<file path="src/rtl/serdes_data_buffer_if.sv">
`default_nettype none
// ============================================================================
// Module      : serdes_data_buffer_if
// Description : Write/read handshake bundle for serdes_data_buffer.
//               The slave modport is the buffer side; the master modport is
//               the producer/consumer side driving writes and pop requests.
// Signals     : in_valid  - qualifies in_data (master -> slave)
//               in_data   - write word, DATA_W bits (master -> slave)
//               in_ready  - write accepted this cycle (slave -> master)
//               out_valid - out_data holds the oldest word (slave -> master)
//               out_data  - read word, DATA_W bits (slave -> master)
//               out_ready - pop request for the head word (master -> slave)
// Macro       : SERDES_DATA_BUFFER_PARITY_EN does not change this bundle;
//               out_par is a plain port of the buffer.
// Revision    : 1.0 - initial release
// ============================================================================
interface serdes_data_buffer_if #(
  parameter int DATA_W = 8
);
  logic              in_valid;
  logic [DATA_W-1:0] in_data;
  logic              in_ready;
  logic              out_valid;
  logic [DATA_W-1:0] out_data;
  logic              out_ready;

  modport slave (
    input  in_valid,
    input  in_data,
    output in_ready,
    output out_valid,
    output out_data,
    input  out_ready
  );

  modport master (
    output in_valid,
    output in_data,
    input  in_ready,
    input  out_valid,
    input  out_data,
    output out_ready
  );
endinterface
`default_nettype wire

</file>
<file path="src/rtl/serdes_data_buffer.sv">
`default_nettype none
// ============================================================================
// Module      : serdes_data_buffer
// Description : First-word-fall-through data buffer with sticky overflow
//               flag, synchronous flush and occupancy count. The head word is
//               held in a dedicated output register so out_data always comes
//               straight from a flop.
// Ports       : clk      - rising-edge clock
//               rst_n    - synchronous active-low reset
//               flush    - synchronous clear of count and pointers
//               clr_ovf  - clears the sticky overflow flag
//               bus      - serdes_data_buffer_if.slave write/read handshake
//               count    - current occupancy, $clog2(DEPTH)+1 bits
//               ovf      - sticky overflow (write attempted while full)
//               out_par  - even parity of out_data (parity build only)
// Macro       : SERDES_DATA_BUFFER_PARITY_EN adds per-entry parity storage
//               and the out_par output.
// Revision    : 1.0 - initial release
// ============================================================================
module serdes_data_buffer #(
  parameter int DATA_W = 8,
  parameter int DEPTH  = 4
) (
  input  wire logic                 clk,
  input  wire logic                 rst_n,
  input  wire logic                 flush,
  input  wire logic                 clr_ovf,
  serdes_data_buffer_if.slave       bus,
  output logic [$clog2(DEPTH):0]    count,
  output logic                      ovf
`ifdef SERDES_DATA_BUFFER_PARITY_EN
  ,
  output logic                      out_par
`endif
);

  localparam int AW = $clog2(DEPTH);
  localparam int CW = AW + 1;
  localparam logic [CW-1:0] c_FULL = CW'(DEPTH);
  localparam logic [CW-1:0] c_ONE  = CW'(1);

  logic [DATA_W-1:0] r_mem [DEPTH];
  logic [AW-1:0]     r_wptr;
  logic [AW-1:0]     r_rptr;
  logic [CW-1:0]     r_count;
  logic [DATA_W-1:0] r_out_data;
  logic              r_ovf;

  logic              w_in_ready;
  logic              w_out_valid;
  logic              w_push;
  logic              w_pop;
  logic [AW-1:0]     w_rptr_inc;
  logic              w_head_from_mem;
  logic              w_head_from_in;

  always_comb begin
    w_in_ready  = (r_count != c_FULL);
    w_out_valid = (r_count != '0);
    // A full buffer refuses writes even if a pop happens in the same cycle.
    w_push      = bus.in_valid  & w_in_ready  & ~flush;
    w_pop       = bus.out_ready & w_out_valid & ~flush;
    w_rptr_inc  = r_rptr + AW'(1);
    // The head register is refilled from the next stored entry when a pop
    // leaves older words behind; otherwise from the incoming word when the
    // buffer is (or becomes) empty at the moment of the push.
    w_head_from_mem = w_pop & (r_count > c_ONE);
    w_head_from_in  = w_push & (~w_out_valid | (w_pop & (r_count == c_ONE)));
  end

  // Storage array: no reset, only the head register is cleared.
  always_ff @(posedge clk) begin
    if (rst_n && w_push) begin
      r_mem[r_wptr] <= bus.in_data;
    end
  end

  always_ff @(posedge clk) begin
    if (!rst_n) begin
      r_wptr     <= '0;
      r_rptr     <= '0;
      r_count    <= '0;
      r_out_data <= '0;
    end else if (flush) begin
      // Head register keeps its value so out_data holds while empty.
      r_wptr  <= '0;
      r_rptr  <= '0;
      r_count <= '0;
    end else begin
      if (w_push) begin
        r_wptr <= r_wptr + AW'(1);
      end
      if (w_pop) begin
        r_rptr <= w_rptr_inc;
      end
      case ({w_push, w_pop})
        2'b10:   r_count <= r_count + c_ONE;
        2'b01:   r_count <= r_count - c_ONE;
        default: r_count <= r_count;
      endcase
      if (w_head_from_mem) begin
        r_out_data <= r_mem[w_rptr_inc];
      end else if (w_head_from_in) begin
        r_out_data <= bus.in_data;
      end
    end
  end

  // Overflow set has priority over clear; flush does not touch it.
  always_ff @(posedge clk) begin
    if (!rst_n) begin
      r_ovf <= 1'b0;
    end else if (bus.in_valid && !w_in_ready) begin
      r_ovf <= 1'b1;
    end else if (clr_ovf) begin
      r_ovf <= 1'b0;
    end
  end

`ifdef SERDES_DATA_BUFFER_PARITY_EN
  logic r_par_mem [DEPTH];
  logic r_out_par;
  logic w_in_par;

  always_comb begin
    w_in_par = ^bus.in_data;
  end

  always_ff @(posedge clk) begin
    if (rst_n && w_push) begin
      r_par_mem[r_wptr] <= w_in_par;
    end
  end

  // Mirrors the head-register update so parity stays aligned with out_data.
  always_ff @(posedge clk) begin
    if (!rst_n) begin
      r_out_par <= 1'b0;
    end else if (!flush) begin
      if (w_head_from_mem) begin
        r_out_par <= r_par_mem[w_rptr_inc];
      end else if (w_head_from_in) begin
        r_out_par <= w_in_par;
      end
    end
  end

  assign out_par = r_out_par;
`endif

  assign bus.in_ready  = w_in_ready;
  assign bus.out_valid = w_out_valid;
  assign bus.out_data  = r_out_data;
  assign count         = r_count;
  assign ovf           = r_ovf;

endmodule
`default_nettype wire

</file>
<file path="src/flat_wrapper.sv">
// flat-port wrapper written by rule: the top's interface ports become plain ports
module serdes_data_buffer_flat 
#(
  parameter int DATA_W = 8,
  parameter int DEPTH  = 4
)
  (clk, rst_n, flush, clr_ovf, count, ovf, bus_in_valid, bus_in_data, bus_in_ready, bus_out_valid, bus_out_data, bus_out_ready);
  serdes_data_buffer_if #(.DATA_W(DATA_W)) bus_i ();
  input  wire logic clk;
  input  wire logic rst_n;
  input  wire logic flush;
  input  wire logic clr_ovf;
  output logic [$clog2(DEPTH):0] count;
  output logic ovf;
  input wire logic [$bits(bus_i.in_valid)-1:0] bus_in_valid;
  input wire logic [$bits(bus_i.in_data)-1:0] bus_in_data;
  output wire logic [$bits(bus_i.in_ready)-1:0] bus_in_ready;
  output wire logic [$bits(bus_i.out_valid)-1:0] bus_out_valid;
  output wire logic [$bits(bus_i.out_data)-1:0] bus_out_data;
  input wire logic [$bits(bus_i.out_ready)-1:0] bus_out_ready;
  assign bus_i.in_valid = bus_in_valid;
  assign bus_i.in_data = bus_in_data;
  assign bus_in_ready = bus_i.in_ready;
  assign bus_out_valid = bus_i.out_valid;
  assign bus_out_data = bus_i.out_data;
  assign bus_i.out_ready = bus_out_ready;
  serdes_data_buffer #(.DATA_W(DATA_W), .DEPTH(DEPTH)) u_core (.clk(clk), .rst_n(rst_n), .flush(flush), .clr_ovf(clr_ovf), .bus(bus_i), .count(count), .ovf(ovf));
endmodule
</file>
<file path="config.mk">
export PLATFORM = sky130hd
export DESIGN_NAME = serdes_data_buffer_flat
export DESIGN_NICKNAME = d
export VERILOG_FILES = /design/src/rtl/serdes_data_buffer_if.sv /design/src/rtl/serdes_data_buffer.sv /design/src/flat_wrapper.sv
export SDC_FILE = /design/constraint.sdc
export NUM_CORES = 1
export LEC_CHECK = 0
export BUFFER_PORTS_ARGS = -buffer_cell sky130_fd_sc_hd__buf_2
export CAP_MARGIN = 10
export CORE_ASPECT_RATIO = 1.2
export CORE_MARGIN = 1
export CORE_UTILIZATION = 60
export DETAILED_ROUTE_END_ITERATION = 10
export PLACE_DENSITY = 0.83
export REMOVE_ABC_BUFFERS = 1
export SLEW_MARGIN = 10
export SYNTH_ARGS = -nofsm -noshare
export SYNTH_HDL_FRONTEND = slang
export SYNTH_SLANG_ARGS = --single-unit
</file>
<file path="constraint.sdc">
create_clock -name clk -period 6.6 [get_ports clk]
set_input_delay 0.66 -clock clk [delete_from_list [all_inputs] [get_ports clk]]
set_output_delay 0.66 -clock clk [all_outputs]
set_load 0.01 [all_outputs]
</file>
==> impl_results.md <==
* Starting DRT DRC Count at 62
* Startpoint type of the worst setup path: register
* HP Class: reg2reg
* Number of global-route vias before repair at 1241
* Fin area at 2320 um^2
* Met3 WL at 154 um
* Post-route ant nets at 0
* Final WL at 3680 um
* First-pass GRT wire length at 5870 um
* Crit-path slowest cell: or3_2
* Synth Flop Type: edfxtp_1
* CP top delay family: simple AND/OR/NAND/NOR gates
* Tmin final at 2.54 ns
* Initial antenna violation count at 0
* Diode count at 0
* Pleak at 0.000877 uW
* Slew @ Worst Pin at 0.712 ns
* CP arrival at 2.75 ns
* Die X at 55.9 um
* Overall Power at 575 uW
* Cells after Synth at 139
* Post-detail-place hpwl at 2550 um
* Maximum vdd drop at 0.000198 V
* WP buf/inv at 1
* Crit path required time at 6.81 ns
* Crit path cell chain: inv_1 -> ha_1 -> nand2_1 -> nand2_1 -> or2_2 -> ha_1 -> or3_2 -> a21oi_1
* Largest family of logic cells by synthesized area: multiplexers
* Adder-Cell Fraction of Synth Area at 5.38%
* DR top layer: met4
* Placed Cells at 196
* Area growth, synth to finish at 11.0%
* GP Congestion at 0.877
* Simple-Gate Fraction of Synth Area at 7.47%
* Unrepaired setup endpoints after global routing: false
* Synthesized area per cell at 15.1 um^2
* Via/cell ratio at 6.00
* Layout Skew at 0.00612 ns
* CTS H-tree lvls at 2
* Root Buffer: clkbuf_8
* Fmax at 393 MHz
* Grt ovf at 0
* Post-synth EDFFs at 32
* Post_cts resized at 0
* Worst hold margin at 0.491 ns
* Final period util at 38.5%
* Async set-reset flop share out of synthesis at 0%
* Initial DRT Pass Iterations at 4
* Compound-Gate Fraction of Synth Area at 7.41%
* CTS tree: done
* Die area at 3730 um^2
* Crit Path Max Fanout at 6
* WL met2 at 1960 um
* Fillers at 228
* Run status: finished clean
* Synth Warn # at 0
* Slew Limit Headroom at 52.5%
* Final #Nets at 189
* # port buffers at 27
* CTS clk-pin slew, worst paths at 0.08 ns
* Core Footprint at 3340 um^2
* Post-Synth XOR/XNOR Area at 2.09%
* Most frequent cells in the layout: 32 x edfxtp_1, 27 x buf_2, 16 x dfxtp_1
* Total Routing Usage GR at 21.7%
* Critical Path Sink Type: register
* Yosys cell types at 30
* Seq/Total Area, Yosys at 61.2%
* Count of state elements after synthesis at 48
* Ports at 28
* WL per Instance at 18.0 um
* Vias at 1223
* Clk sink count at 48
* Initial Utilization at 62.7%
* Mux share of post-synthesis cell area at 12.9%
* PwrDens at 247 nW/um^2
* Sum Neg Setup Slack at 0 ns
* Max_cap viols at 0
* Max-slew violations at 0
* Layout cells sized above 1 at 27.5%
* Largest net degree at the start of global routing at 18
* Clock Latency Late Sink at 0.29 ns
* CP Class: reg2reg
* Setup-failing EPs final at 0
* Syn Std Cell Area at 2090 um^2
* Commonest non-fill, non-tap cell in the layout: edfxtp_1
* Met1 WL at 1520 um
* Residual DRC at 0
* Non-Filler Instances at 204
* CP max stage delay at 0.50 ns
* Std-Cell Rows at 23
* Post-CTS Hold Buffers at 0
* Hold Vio Cnt, Final at 0
* Longest Clk Path Bufs at 2
* Post-CTS setup buffer count at 0
* DP Area at 2220 um^2
* Die Height at 66.7 um
* CTS Buf Count at 5
==> worst reg2reg max path: stages (launching register included) <==
cell,delay [ns]
dfxtp_1,0.46
inv_1,0.10
ha_1,0.28
nand2_1,0.15
nand2_1,0.13
or2_2,0.30
ha_1,0.35
or3_2,0.50
a21oi_1,0.19
==> per-stage QoR <==
step | worst slack [ns] | utilization [%]
2_1_floorplan | 4.26 | -
3_3_place_gp | 4.34 | 66.4
3_5_place_dp | 4.11 | 66.4
4_1_cts | 4.08 | 69.6
5_1_grt | 3.97 | 69.6
6_report | 4.06 | 69.6
==> where the power goes <==
part,switching [uW],total (uW),internal [uW],leakage [uW]
combinational,23.3,40.1,16.7,0.000402
sequential,4.08,331,327,0.000420
clock,91.1,203,112,0.0000552
==> worst paths after layout <==
kind                                startpoint                            to  slack (ns)  cells after the start
setup / recovery  u_core.count[0]$_SDFFE_PP0P_  u_core.count[2]$_SDFFE_PP0P_        4.06                      8
hold / removal         u_core.ovf$_SDFFE_PN0P_       u_core.ovf$_SDFFE_PN0P_        0.49                      2
setup reg to reg  u_core.count[0]$_SDFFE_PP0P_  u_core.count[2]$_SDFFE_PP0P_        4.06                      8
hold reg to reg        u_core.ovf$_SDFFE_PN0P_       u_core.ovf$_SDFFE_PN0P_        0.49                      2
==> kinds of logic (layout without fill, tap and decap cells) <==
group | count (synthesis) | count (layout)
compound gates | 24 | 24
xor+xnor | 5 | 5
fa+ha+maj | 9 | 9
buf+inv | 11 | 39
flops | 48 | 48
mux | 17 | 17
simple gates | 25 | 25
==> cell type report <==
class	instances	area, um^2	share of cell area [%]
sequential	48	1280	55.1
clock buffer	6	72.6	3.12
clock inverter	2	35.0	1.51
timing repair buffer	27	135	5.82
multi-input combinational	80	738	31.8
inverter	4	15.0	0.646
tap	37	46.3	1.99
==> sequential cells by signal (all words and copies together), names as in the netlist <==
name and count:
u_core.r_rptr 2, u_core.r_mem 32, u_core.ovf 1, u_core.count 3, u_core.bus.out_data 8, u_core.r_wptr 2
==> synth_stat cells (all sizes together), types with 2 or more instances <==
cell type	n	area, um^2
dfxtp	16	320
a21oi	11	55.1
nand2b	3	26.3
inv	4	15.0
buf	4	47.5
ha	9	113
clkbuf	3	11.3
nand3	3	15.0
xor2	3	26.3
and2	5	31.3
mux2i	9	90.1
o31ai	8	60.1
or2	2	12.5
nand2	3	11.3
xnor2	2	17.5
nor2	6	22.5
mux4	8	180
edfxtp	32	961
==> per-layer routing <==
metal | vias to the layer above | GRT usage (%)
met2 | 28 | 39.3
met3 | 6 | 5.83
met1 | 618 | 25.3
met4 | 0 | 6.71
li1 | 571 | -
met5 | - | 0
Power figures use the tool's default switching activity.
